### src/rtl/mips_pkg.sv
// mips_pkg: types and constants shared by the hazard controller and the
// datapath operand muxes.
//   FWD_*        : 2-bit operand-select codes (register file, EX ALU,
//                  MEM ALU, MEM load data)
//   stage_info_t : per-stage tracker record {v, wr, ld, dst}
//   stage_match  : whether a tracked stage produces a given ID source
package mips_pkg;

    localparam logic [1:0] FWD_RF  = 2'b00;
    localparam logic [1:0] FWD_EX  = 2'b01;
    localparam logic [1:0] FWD_MEM = 2'b10;
    localparam logic [1:0] FWD_LD  = 2'b11;

    typedef struct packed {
        logic       v;    // stage holds a real instruction
        logic       wr;   // instruction writes the register file
        logic       ld;   // instruction is a load (value only ready after MEM)
        logic [4:0] dst;  // destination register
    } stage_info_t;

    localparam stage_info_t STAGE_NONE = '0;

    // $0 is hard-wired, so a write to it never creates a dependency.
    function automatic logic stage_match(input stage_info_t s,
                                         input logic [4:0]  src,
                                         input logic        use_src);
        return s.v && s.wr && (s.dst == src) && (src != 5'd0) && use_src;
    endfunction

endpackage

### src/rtl/hazard_fwd_sel.sv
// hazard_fwd_sel: forwarding select for one ID-stage source operand.
//   ex, mem  : tracker records of the EX and MEM stages
//   src      : source register number, use_src: operand is actually read
//   fwd      : operand select (FWD_* codes)
//   ld_hit   : EX holds a load producing this operand (load-use hazard)
module hazard_fwd_sel
    import mips_pkg::*;
(
    input  stage_info_t ex,
    input  stage_info_t mem,
    input  logic [4:0]  src,
    input  logic        use_src,
    output logic [1:0]  fwd,
    output logic        ld_hit
);

    logic ex_hit;
    logic mem_hit;

    always_comb begin
        ex_hit  = stage_match(ex, src, use_src);
        mem_hit = stage_match(mem, src, use_src);
        ld_hit  = ex_hit & ex.ld;
        fwd     = FWD_RF;
        // The youngest producer wins. A load still in EX has no data yet, so
        // the select stays on the register file while the stall takes effect.
        if (ex_hit)
            fwd = ex.ld ? FWD_RF : FWD_EX;
        else if (mem_hit)
            fwd = mem.ld ? FWD_LD : FWD_MEM;
    end

endmodule

### src/rtl/hazard_ctrl.sv
// hazard_ctrl: pipeline hazard controller for the 5-stage MIPS32 core.
// Tracks EX/MEM destination info and drives forwarding selects, load-use
// stall, data-memory freeze and IF/ID flush.
//   clk, rst                 : core clock, async active-high reset
//   id_*                     : ID-stage instruction fields
//   mem_busy                 : data memory not ready for the MEM access
//   writepc, writeir         : PC / IF-ID load enables
//   bubble                   : ID/EX loads a NOP
//   freeze                   : ID/EX, EX/MEM, MEM/WB hold
//   flush_if                 : IF/ID loads a NOP
//   fwda, fwdb               : rs / rt operand selects
//   stall_cnt                : saturating count of cycles with writepc=0
module hazard_ctrl
    import mips_pkg::*;
#(
    parameter int STALL_CNT_W = 16
) (
    input  logic                   clk,
    input  logic                   rst,
    input  logic                   id_valid,
    input  logic [4:0]             id_rs,
    input  logic [4:0]             id_rt,
    input  logic                   id_use_rs,
    input  logic                   id_use_rt,
    input  logic                   id_writereg,
    input  logic                   id_readmem,
    input  logic [4:0]             id_dest,
    input  logic                   id_branch_taken,
    input  logic                   id_jump,
    input  logic                   mem_busy,
    output logic                   writepc,
    output logic                   writeir,
    output logic                   bubble,
    output logic                   freeze,
    output logic                   flush_if,
    output logic [1:0]             fwda,
    output logic [1:0]             fwdb,
    output logic [STALL_CNT_W-1:0] stall_cnt
);

    localparam int NUM_OPS = 2;  // operand 0 = rs, operand 1 = rt
    localparam logic [STALL_CNT_W-1:0] CNT_ONE = STALL_CNT_W'(1);

    stage_info_t                  ex_q, mem_q;
    stage_info_t                  id_info;
    logic [NUM_OPS-1:0][4:0]      op_src;
    logic [NUM_OPS-1:0]           op_use;
    logic [NUM_OPS-1:0][1:0]      op_fwd;
    logic [NUM_OPS-1:0]           op_ld_hit;
    logic                         frz;
    logic                         lu;

    assign op_src  = {id_rt, id_rs};
    assign op_use  = {id_use_rt, id_use_rs};
    assign id_info = '{v: id_valid, wr: id_writereg, ld: id_readmem, dst: id_dest};

    for (genvar i = 0; i < NUM_OPS; i++) begin : g_op
        hazard_fwd_sel u_sel (
            .ex      (ex_q),
            .mem     (mem_q),
            .src     (op_src[i]),
            .use_src (op_use[i]),
            .fwd     (op_fwd[i]),
            .ld_hit  (op_ld_hit[i])
        );
    end

    // A busy memory only matters when MEM actually holds an access.
    assign frz = mem_busy & mem_q.v;
    assign lu  = id_valid & (|op_ld_hit);

    always_comb begin
        writepc  = 1'b0;
        writeir  = 1'b0;
        bubble   = 1'b0;
        freeze   = 1'b0;
        flush_if = 1'b0;
        fwda     = FWD_RF;
        fwdb     = FWD_RF;
        if (!rst) begin
            fwda   = op_fwd[0];
            fwdb   = op_fwd[1];
            freeze = frz;
            if (frz) begin
                // everything holds; lu and flush are re-evaluated afterwards
            end else if (lu) begin
                bubble = 1'b1;
            end else begin
                writepc  = 1'b1;
                writeir  = 1'b1;
                flush_if = id_valid & (id_branch_taken | id_jump);
            end
        end
    end

    always_ff @(posedge clk or posedge rst) begin
        if (rst) begin
            ex_q      <= STAGE_NONE;
            mem_q     <= STAGE_NONE;
            stall_cnt <= '0;
        end else begin
            if (!frz) begin
                mem_q <= ex_q;
                ex_q  <= lu ? STAGE_NONE : id_info;
            end
            if ((frz || lu) && (stall_cnt != '1))
                stall_cnt <= stall_cnt + CNT_ONE;
        end
    end

endmodule
### config.mk
export PLATFORM = sky130hd
export DESIGN_NAME = hazard_ctrl
export DESIGN_NICKNAME = d
export VERILOG_FILES = /design/src/rtl/mips_pkg.sv /design/src/rtl/hazard_fwd_sel.sv /design/src/rtl/hazard_ctrl.sv
export SDC_FILE = /design/constraint.sdc
export NUM_CORES = 1
export LEC_CHECK = 0
export CORE_ASPECT_RATIO = 1.1
export CORE_MARGIN = 3
export CORE_UTILIZATION = 50
export CTS_BUF_LIST = sky130_fd_sc_hd__clkbuf_8
export DETAILED_ROUTE_END_ITERATION = 8
export PLACE_DENSITY = 0.91
export SYNTH_ARGS = -nofsm -noshare
export SYNTH_HDL_FRONTEND = slang
export SYNTH_SLANG_ARGS = --single-unit
export TNS_END_PERCENT = 100
### constraint.sdc
create_clock -name clk -period 2.9 [get_ports clk]
set_clock_uncertainty 0.05 [all_clocks]
set_input_delay 0.435 -clock clk [delete_from_list [all_inputs] [get_ports clk]]
set_output_delay 0.435 -clock clk [all_outputs]
set_load 0.01 [all_outputs]
### Yosys cells after proc, flatten, opt, wreduce, memory -nomap -nowiden

Cells that the tools add are included.
Widths: inputs -> output; s select.

| storage, ports and cells | value |
|---|---|
| input port bits | 25 |
| logic and storage cells | 59 |
| output and inout port bits | 25 |
| flip-flop bits (word level) | 32 |

| operators by class | value |
|---|---|
| multiplexer cells | 19 |
| $add $sub $neg | 1 |
| equality and inequality tests | 5 |
| reductions and logical operators | 19 |
| bitwise gates (word level) | 6 |

Operators with widths:

| kind | number |
|---|---|
| $eq 5x5->1 | 4 |
| $add 16x1->16 const B | 1 |
| $ne 16x16->1 const B | 1 |
| $logic_and 1x1->1 | 15 |
| $mux 1 | 12 |
| $mux 2 | 6 |
| $reduce_bool 5->1 | 2 |
| $mux 8 | 1 |
| $and 1x1->1 | 5 |
| $reduce_or 2->1 | 1 |
| $logic_or 1x1->1 | 1 |
| $or 1x1->1 | 1 |

### Longest topological paths before layout

Gate-level depths: netlist (run 1).

| logic depth | value |
|---|---|
| depth after elaboration | 10 |
| gate-level depth with buffers | 8 |
| gate-level depth less buffers | 7 |

### Hierarchy

A second synthesis (run 1) with hierarchy kept.

| unflattened totals | value |
|---|---|
| cell total of the unflattened synthesis | 192 |
| area total of the unflattened synthesis | 1878.1 um^2 |

Modules (own cells, without submodules):

| module | area each (um^2) | sequential area each (um^2) | instances | cells an instance |
|---|---|---|---|---|
| hazard_ctrl | 1500.2 | 800.8 | 1 | 148 |
| hazard_fwd_sel | 188.9 | 0.0 | 2 | 22 |

### Worst setup path after synthesis (run 1)

OpenSTA, ideal clock, no wires.

| timing path | value |
|---|---|
| path type | input -> output |
| start point | in id_rt[1] |
| end point | out writepc |
| buffers on the path | 3 |
| slack | 0.323 ns |
| stages on the path | 8 |
| data required time | 2.415 ns |
| arrival | 2.092 ns |
| cell sequence | or4_1 o21ai_1 nor3_2 o211ai_4 buf_12 buf_12 and3_1 buf_4 |

| on the way | value |
|---|---|
| word-level cells in the longest chain between the ends | 10 |

RTL lines:

| element | line | source |
|---|---|---|
| start: declaration | hazard_ctrl.sv:22 | `input logic [4:0] id_rt,` |
| $eq 5x5->1 | mips_pkg.sv:27 | `return s.v && s.wr && (s.dst == src) && (src != 5'd0) && use_src;` |
| $logic_and 1x1->1 | mips_pkg.sv:27 |  |
| $logic_and 1x1->1 * (2 in series) | mips_pkg.sv:27 |  |
| $and 1x1->1 * | hazard_fwd_sel.sv:23 | `ld_hit = ex_hit & ex.ld;` |
| $reduce_or 2->1 * | hazard_ctrl.sv:70 | `assign lu = id_valid & (\|op_ld_hit);` |
| $and 1x1->1 * | hazard_ctrl.sv:70 |  |
| $mux 1 * (3 in series) | -- |  |
| end: declaration | hazard_ctrl.sv:31 | `output logic writepc,` |

Every way passes the cells marked *; elsewhere a longest branch is shown, timed or not.

### Final worst setup path (run 1)

| timing path | value |
|---|---|
| start point | in id_rt[1] |
| end point | out bubble |

| on the way | value |
|---|---|
| word-level cells in the longest chain between the ends | 10 |

RTL lines:

| element | line | source |
|---|---|---|
| $eq 5x5->1 | mips_pkg.sv:27 |  |
| $logic_and 1x1->1 | mips_pkg.sv:27 |  |
| $logic_and 1x1->1 * (2 in series) | mips_pkg.sv:27 |  |
| $and 1x1->1 * | hazard_fwd_sel.sv:23 |  |
| $reduce_or 2->1 * | hazard_ctrl.sv:70 |  |
| $and 1x1->1 * | hazard_ctrl.sv:70 |  |
| $mux 1 * | hazard_ctrl.sv:86 | `end else if (lu) begin` |
| $mux 1 * | hazard_ctrl.sv:84 | `if (frz) begin` |
| $mux 1 * | hazard_ctrl.sv:80 | `if (!rst) begin` |
| end: declaration | hazard_ctrl.sv:33 | `output logic bubble,` |

Marked as above.

==> summary.txt, run 1 <==
Worst setup path
  • Critical Path Sink: bubble
  • Worst setup SP type: primary input
  • Critical path peak fanout: 4
  • Worst r2r path cells: 9
  • Worst path arrival time: 2.36 ns
  • CP endpoint kind: output port
  • Setup Crit Path Kind: in -> out
  • R2R Path End: stall_cnt[10]
  • Worst R2R Setup Slack: 0.36 ns
  • Setup crit start: id_rt[1]
  • Worst EP required: 2.41 ns
  • Worst path slowest cell: or4_4
  • Reg2reg start: ex_q[1]
  • Crit path cell chain: clkdlybuf4s50_1 -> or4_4 -> o21ai_4 -> nor3_4 -> buf_4 -> o211ai_1 -> nor3_1 -> dlygate4sd2_1
  • Max incr delay on CP: 0.56 ns

Synth
  • FFs w/ async S/R, synth: 100.0%
  • Main flop type after synthesis: dfrtp_1
  • Post-synthesis net count: 223
  • Syn Std Cell Area: 1919 um^2
  • Synth cell count leaders: 48 x nand2_1, 32 x dfrtp_1, 20 x xnor2_1, 15 x nand3_1, 14 x xor2_1
  • Netlist cell types: 43
  • Area leader, netlist: dfrtp_1
  • FF+latch count, synth: 32
  • Post-Synthesis Cells: 197
  • Count leader, synth: nand2_1
  • Number of flops mapped to enable cells by yosys: 0
  • Share of the synthesized area in the top cell type: 41.72%
  • Yosys warns: 0
  • Synth area leaders: dfrtp_1 42%, nand2_1 9.4%, xnor2_1 9.1%, xor2_1 6.4%, nand3_1 3.9%
  • Synth Area per Inst: 9.743 um^2
  • Post-synthesis sequential area ratio: 41.72%

Timing
  • Max Clock Freq: 350.9 MHz
  • Final TNS setup: 0 ns
  • Least-Margin Pin Slew: 0.4177 ns
  • Final critical-path share of the clock period: 98.27%
  • Slew HR: 71.43%
  • Final setup fails: 0
  • Hold Vio Cnt, Final: 0
  • RSZ-0062 raised after global routing: false
  • Fin crit period: 2.850 ns
  • Pins Over Slew Limit: 0
  • Hold slack: 0.4466 ns

Power
  • Clock network power share: 25.1%
  • Switching power: 0.4719 mW
  • Sequential Power Share: 44.7%
  • Sw Ratio: 33.24%
  • VDD IR max: 0.0004346 V
  • Leakage power: 1.228 nW
  • Power density cells: 523.5 nW/um^2
  • Comb pwr share: 30.2%
  • Int Pwr: 0.9476 mW

Hold path
  • HP Class: reg -> reg
  • WHS Path Cells: 1

Clocking
  • Cts bufs inserted: 5
  • Deepest clock path buffer count: 2
  • Clk pin slew, worst setup/hold paths: 0.07 ns
  • Root buf cell: clkbuf_8
  • CTS H-tree depth: 2
  • # clock sinks: 32
  • CTS tree: built
  • Clk_lat worst skew: 0.29 ns

Detailed routing
  • Met3 WL post-DR: 260 um
  • Met2 Wirelength: 2458 um
  • Antenna viol nets, final: 0
  • # DRC: 0
  • Metal-1 WL: 2091 um
  • Final Routed Wirelength: 4901 um
  • Iter 0 DRT Violations: 54
  • Via count: 1722
  • Wire per inst: 15.46 um
  • Vias/cell: 5.432
  • Top Layer Used: met4
  • Drt pass-1 iters: 5

Global route
  • First-pass GRT wire length: 8335 um
  • Global route overflow: 0
  • Initial antenna violation count: 0
  • Largest net degree at the start of global routing: 33
  • Vias in the first global route: 1799
  • GR Util All Layers: 23.05%

Cells and area
  • Finished Core Util: 77.56%
  • Post-route cell area: 2711 um^2
  • Final nets: 294
  • Non-Filler Instances: 317
  • Share of layout cells above drive strength 1: 20.07%
  • # diodes: 0
  • Area grow syn2layout: 41.26%

Job
  • Max-cap violations: 0

Placement
  • Post-Place Cells: 307
  • Post-DP HPWL: 3371 um
  • I/O Buffers: 49
  • Placer congestion estimate: 0.8136
  • DP Area: 2556 um^2

Run status
  • Run status: finished, final reports clean

Floorplanning
  • Die height: 70.98 um
  • Die area: 4619 um^2
  • Total core area: 3496 um^2
  • Die Width: 65.08 um
  • # rows: 22
  • Initial Utilization: 54.90%
  • I/O Pins: 50
[what timing repair did]
item                       4_1_cts  5_1_grt
hold buffers                     0        0
setup endpoints to repair        8        9
resized for setup               28       12
pin swaps                        4        6
setup buffers                    1        1
[placed cells by master, fill, tap and decap left out, types with 3 or more instances in the layout]
cell type        count
a211oi_1             5
a21oi_1              3
buf_2                3
buf_4               22
clkbuf_8             6
clkdlybuf4s50_1     36
dfrtp_1             32
dlymetal6s2s_1       5
inv_1                3
nand2_1             48
nand3_1             15
nand4_1              5
nor2_1               4
xnor2_1             20
xor2_1              14
[stage by stage]
stage / power (mW) / worst slack [ns]
detailed placement: 1.060 / -0.3419
global placement: 1.041 / -0.3519
finish: 1.419 / 0.05028
floorplan: 0.8491 / 0.3232
global route: 1.511 / 0.004789
CTS: 1.423 / -0.06897
[power groups by stage]
| stage | Clock, mW | Sequential [mW] | Combinational, mW |
|---|---|---|---|
| 3_5_place_dp | 0 | 0.639 | 0.421 |
| 2_1_floorplan | 0 | 0.637 | 0.212 |
| 4_1_cts | 0.359 | 0.633 | 0.431 |
| 6_report | 0.357 | 0.634 | 0.429 |
| 5_1_grt | 0.389 | 0.651 | 0.471 |
| 3_3_place_gp | 0 | 0.636 | 0.405 |
[cell families (layout without fill, tap and decap cells)]
family	after synthesis	in the layout	share of synthesized area, %
AOI/OAI and AO/OA	25	25	13.36
xor gates and xnor gates	34	34	15.52
adders and majority gates	1	1	0.6518
buffers and inverters	11	83	4.303
DFF	32	32	41.72
muxes	2	2	1.304
and+or+nand+nor	92	92	23.14
[registers in the layout, indices dropped and copies added, names as in the netlist]
| name | flops |
|---|---|
| mem_q | 8 |
| ex_q | 8 |
| stall_cnt | 16 |
[layout make-up]
cell class              count  area (um^2)
multi-input cells         154         1087
flip-flops and latches     32        800.8
fillers                   247        784.5
repair buffers             72        659.4
clock buffers               6        82.58
well taps                  48        60.06
inverters                   3        11.26
clock inverters             2        10.01
[worst max-delay path, delay by kind of cell]
kind / cells / cell delay, ns
simple gates: 3 / 0.71
buf+inv: 3 / 0.86
compound gates: 2 / 0.36
[per-layer routing]
metal,vias to the layer above,GRT usage [%]
li1,826,-
met1,823,29.08
met2,62,38.86
met3,11,5.714
met4,0,7.143
met5,-,0
[worst min-delay path by stage]
stage,slack (ns),endpoint,from
after global routing,0.47,stall_cnt[6],stall_cnt[6]
final,0.45,stall_cnt[14],stall_cnt[14]
after floorplan,0.41,mem_q[6],mem_q[6]
after global placement,0.43,mem_q[6],mem_q[6]
after detailed placement,0.43,stall_cnt[14],stall_cnt[14]
after CTS,0.45,stall_cnt[14],stall_cnt[14]
Power figures use the tool's default switching activity.
==> run 2, diff against run 1 <==
--- a/config.mk
+++ b/config.mk
@@ -5,12 +5,16 @@
 export SDC_FILE = /design/constraint.sdc
 export NUM_CORES = 1
 export LEC_CHECK = 0
+export CELL_PAD_IN_SITES_DETAIL_PLACEMENT = 1
+export CELL_PAD_IN_SITES_GLOBAL_PLACEMENT = 1
 export CORE_ASPECT_RATIO = 1.1
 export CORE_MARGIN = 3
-export CORE_UTILIZATION = 50
+export CORE_UTILIZATION = 38
 export CTS_BUF_LIST = sky130_fd_sc_hd__clkbuf_8
+export CTS_CLUSTER_DIAMETER = 150
 export DETAILED_ROUTE_END_ITERATION = 8
 export PLACE_DENSITY = 0.91
+export SLEW_MARGIN = 0
 export SYNTH_ARGS = -nofsm -noshare
 export SYNTH_HDL_FRONTEND = slang
 export SYNTH_SLANG_ARGS = --single-unit
==> run 2 against run 1 <==
  * Power grew 4.0%
  * Worst setup slack worse by 0.035 ns
  * Register-to-register slack worse by 0.11 ns
  * Via count grew 4.5%
  * Largest cell class unchanged
  * Critical endpoint is now flush_if
==> summary.txt, run 2 (synthesis results as in run 1) <==
Timing
  • Slew HR: 68.44% (was 71.43%)
  • Least-Margin Pin Slew: 0.4721 ns (was 0.4177 ns)
  • Pins Over Slew Limit: 0 (unchanged)
  • Fin crit period: 2.885 ns (was 2.850 ns)
  • Final setup fails: 0 (unchanged)
  • Max Clock Freq: 346.6 MHz (was 350.9 MHz)
  • Hold slack: 0.4366 ns (was 0.4466 ns)
  • Final TNS setup: 0 ns (unchanged)
  • Final critical-path share of the clock period: 99.49% (was 98.27%)
  • Hold Vio Cnt, Final: 0 (unchanged)

Floorplanning
  • # rows: 26 (was 22)
  • I/O Pins: 50 (unchanged)
  • Die area: 5941 um^2 (was 4619 um^2)
  • Total core area: 4750 um^2 (was 3496 um^2)
  • Die Width: 73.76 um (was 65.08 um)
  • Initial Utilization: 40.41% (was 54.90%)
  • Die height: 80.54 um (was 70.98 um)

Clocking
  • CTS H-tree depth: 2 (unchanged)
  • Root buf cell: clkbuf_8 (unchanged)
  • # clock sinks: 32 (unchanged)
  • Post-CTS Hold Buffers: 0 (unchanged)
  • Clk_lat worst skew: 0.28 ns (was 0.29 ns)
  • Clk pin slew, worst setup/hold paths: 0.06 ns (was 0.07 ns)
  • Cts bufs inserted: 5 (unchanged)
  • Deepest clock path buffer count: 2 (unchanged)
  • CTS tree: built (unchanged)

Power
  • Power density cells: 530.2 nW/um^2 (was 523.5 nW/um^2)
  • Tot Pwr: 1.476 mW (was 1.419 mW)
  • Leakage power: 1.261 nW (was 1.228 nW)
  • VDD IR max: 0.0004127 V (was 0.0004346 V)

Cells and area
  • Largest regs: stall_cnt (16), ex_q (8), mem_q (8) (unchanged)
  • Share of layout cells above drive strength 1: 22.43% (was 20.07%)
  • Area grow syn2layout: 45.05% (was 41.26%)
  • Final nets: 298 (was 294)
  • Max reg flops: 16 (unchanged)
  • Most flop-heavy register: stall_cnt (unchanged)
  • Post-route cell area: 2784 um^2 (was 2711 um^2)
  • Most common cell after layout, fill and taps aside: nand2_1 (unchanged)
  • Fillers: 554 (was 247)
  • # diodes: 0 (unchanged)
  • Finished Core Util: 58.61% (was 77.56%)
  • Most frequent cells in the layout: 48 x nand2_1, 36 x clkdlybuf4s50_1, 32 x dfrtp_1 (unchanged)

Worst setup path
  • Worst EP required: 2.41 ns (about the same)
  • Worst path arrival time: 2.40 ns (was 2.36 ns)
  • CP endpoint kind: output port (unchanged)
  • Crit path cell chain: clkdlybuf4s50_1 -> or4_4 -> o21ai_4 -> nor3_4 -> o21ai_0 -> nand2_1 -> nor4_1 -> buf_2 (was clkdlybuf4s50_1 -> or4_4 -> o21ai_4 -> nor3_4 -> buf_4 -> o211ai_1 -> nor3_1 -> dlygate4sd2_1)
  • Worst r2r path cells: 8 (was 9)
  • Worst R2R Setup Slack: 0.25 ns (was 0.36 ns)
  • Worst path buffer plus inverter count: 2 (was 3)
  • Worst setup SP type: primary input (unchanged)
  • Crit path max-delay family: simple AND/OR/NAND/NOR gates (was buffers and inverters)
  • Critical Path Sink: flush_if (was bubble)
  • Max incr delay on CP: 0.57 ns (was 0.56 ns)
  • Critical path peak fanout: 3 (was 4)
  • Crit path depth: 8 (unchanged)
  • Setup Crit Path Kind: in -> out (unchanged)
  • Setup crit start: id_rt[1] (unchanged)
  • Worst path slowest cell: or4_4 (unchanged)
  • R2R Path End: stall_cnt[10] (unchanged)
  • Reg2reg start: ex_q[3] (was ex_q[1])

Placement
  • Post-DP HPWL: 4280 um (was 3371 um)
  • Placer congestion estimate: 0.8301 (was 0.8136)
  • DP Area: 2566 um^2 (was 2556 um^2)
  • I/O Buffers: 49 (unchanged)

Detailed routing
  • Final Routed Wirelength: 6432 um (was 4901 um)
  • Met2 Wirelength: 3590 um (was 2458 um)
  • Iter 0 DRT Violations: 39 (was 54)
  • Wire per inst: 19.61 um (was 15.46 um)
  • Vias/cell: 5.485 (was 5.432)
  • Top Layer Used: met4 (unchanged)
  • Via count: 1799 (was 1722)
  • Metal-1 WL: 2588 um (was 2091 um)
  • # DRC: 0 (unchanged)
  • Drt pass-1 iters: 5 (unchanged)
  • Met3 WL post-DR: 172 um (was 260 um)
  • Antenna viol nets, final: 0 (unchanged)

Run status
  • Run status: finished, final reports clean (unchanged)

Job
  • Max-cap violations: 0 (unchanged)

Global route
  • Initial antenna violation count: 0 (unchanged)
  • Vias in the first global route: 1949 (was 1799)
  • Largest net degree at the start of global routing: 33 (unchanged)
  • GR Util All Layers: 22.31% (was 23.05%)
  • First-pass GRT wire length: 10010 um (was 8335 um)
  • Global route overflow: 0 (unchanged)

Hold path
  • Hold_sp: stall_cnt[6] (was stall_cnt[14])
  • HP Class: reg -> reg (unchanged)
[run 2: cell types whose count changed in the layout (fill, tap and decap cells not counted), moves of 2 or more]
cell | before | now
clkinv_2 | 2 | 0
xnor2_1 | 20 | 18
clkdlybuf4s15_2 | 2 | 0
buf_4 | 22 | 25
[run 2: repair_timing]
item | 4_1_cts | 5_1_grt
resized for setup | 27 | 21
setup buffers | 4 | 2
pin swaps | 7 | 10
endpoints found under the setup margin | 8 | 9
gates cloned | 0 | 0
[run 2: worst min-delay path by stage]
stage | endpoint | slack (ns) | depth (start not counted)
after CTS | stall_cnt[6] | 0.44 | 1
after global routing | stall_cnt[14] | 0.46 | 1
after detailed placement | stall_cnt[14] | 0.43 | 1
after global placement | mem_q[6] | 0.43 | 2
final | stall_cnt[6] | 0.44 | 1
after floorplan | mem_q[6] | 0.41 | 2
[run 2: area by class of cell]
class	count	area [um^2]	share of cell area, %
Sequential cell	32	800.8	28.76
Multi-Input combinational cell	154	1124	40.36
Inverter	3	11.26	0.4045
Timing Repair Buffer	76	681.9	24.49
Tap cell	56	70.07	2.517
Clock buffer	7	96.34	3.461
[run 2: metrics by stage]
stage / instances / setup slack [ns]
finish: 328 / 0.01483
global route: 328 / -0.09471
CTS: 326 / -0.003763
detailed placement: 315 / -0.4388
global placement: 315 / -0.3235
floorplan: 197 / 0.3232
[run 2: report_power, final]
group          leakage [nW]  switching, mW  internal [mW]  total [mW]
sequential            0.401          0.127          0.525       0.652
clock                0.0503          0.157          0.211       0.368
combinational         0.810          0.215          0.240       0.456
[run 2: layer usage]
metal	GRT usage [%]	vias to the layer above
li1	-	834
met1	26.31	915
met2	41.58	41
met3	3.504	9
met4	4.891	0
met5	0	-
==> run 3, diff against run 2 <==
--- a/config.mk
+++ b/config.mk
@@ -14,7 +14,7 @@
 export CTS_CLUSTER_DIAMETER = 150
 export DETAILED_ROUTE_END_ITERATION = 8
 export PLACE_DENSITY = 0.91
-export SLEW_MARGIN = 0
+export SLEW_MARGIN = 10
 export SYNTH_ARGS = -nofsm -noshare
 export SYNTH_HDL_FRONTEND = slang
 export SYNTH_SLANG_ARGS = --single-unit
==> results of run 3 <==
Final layout, timing and power as in run 2 (identical DEF).
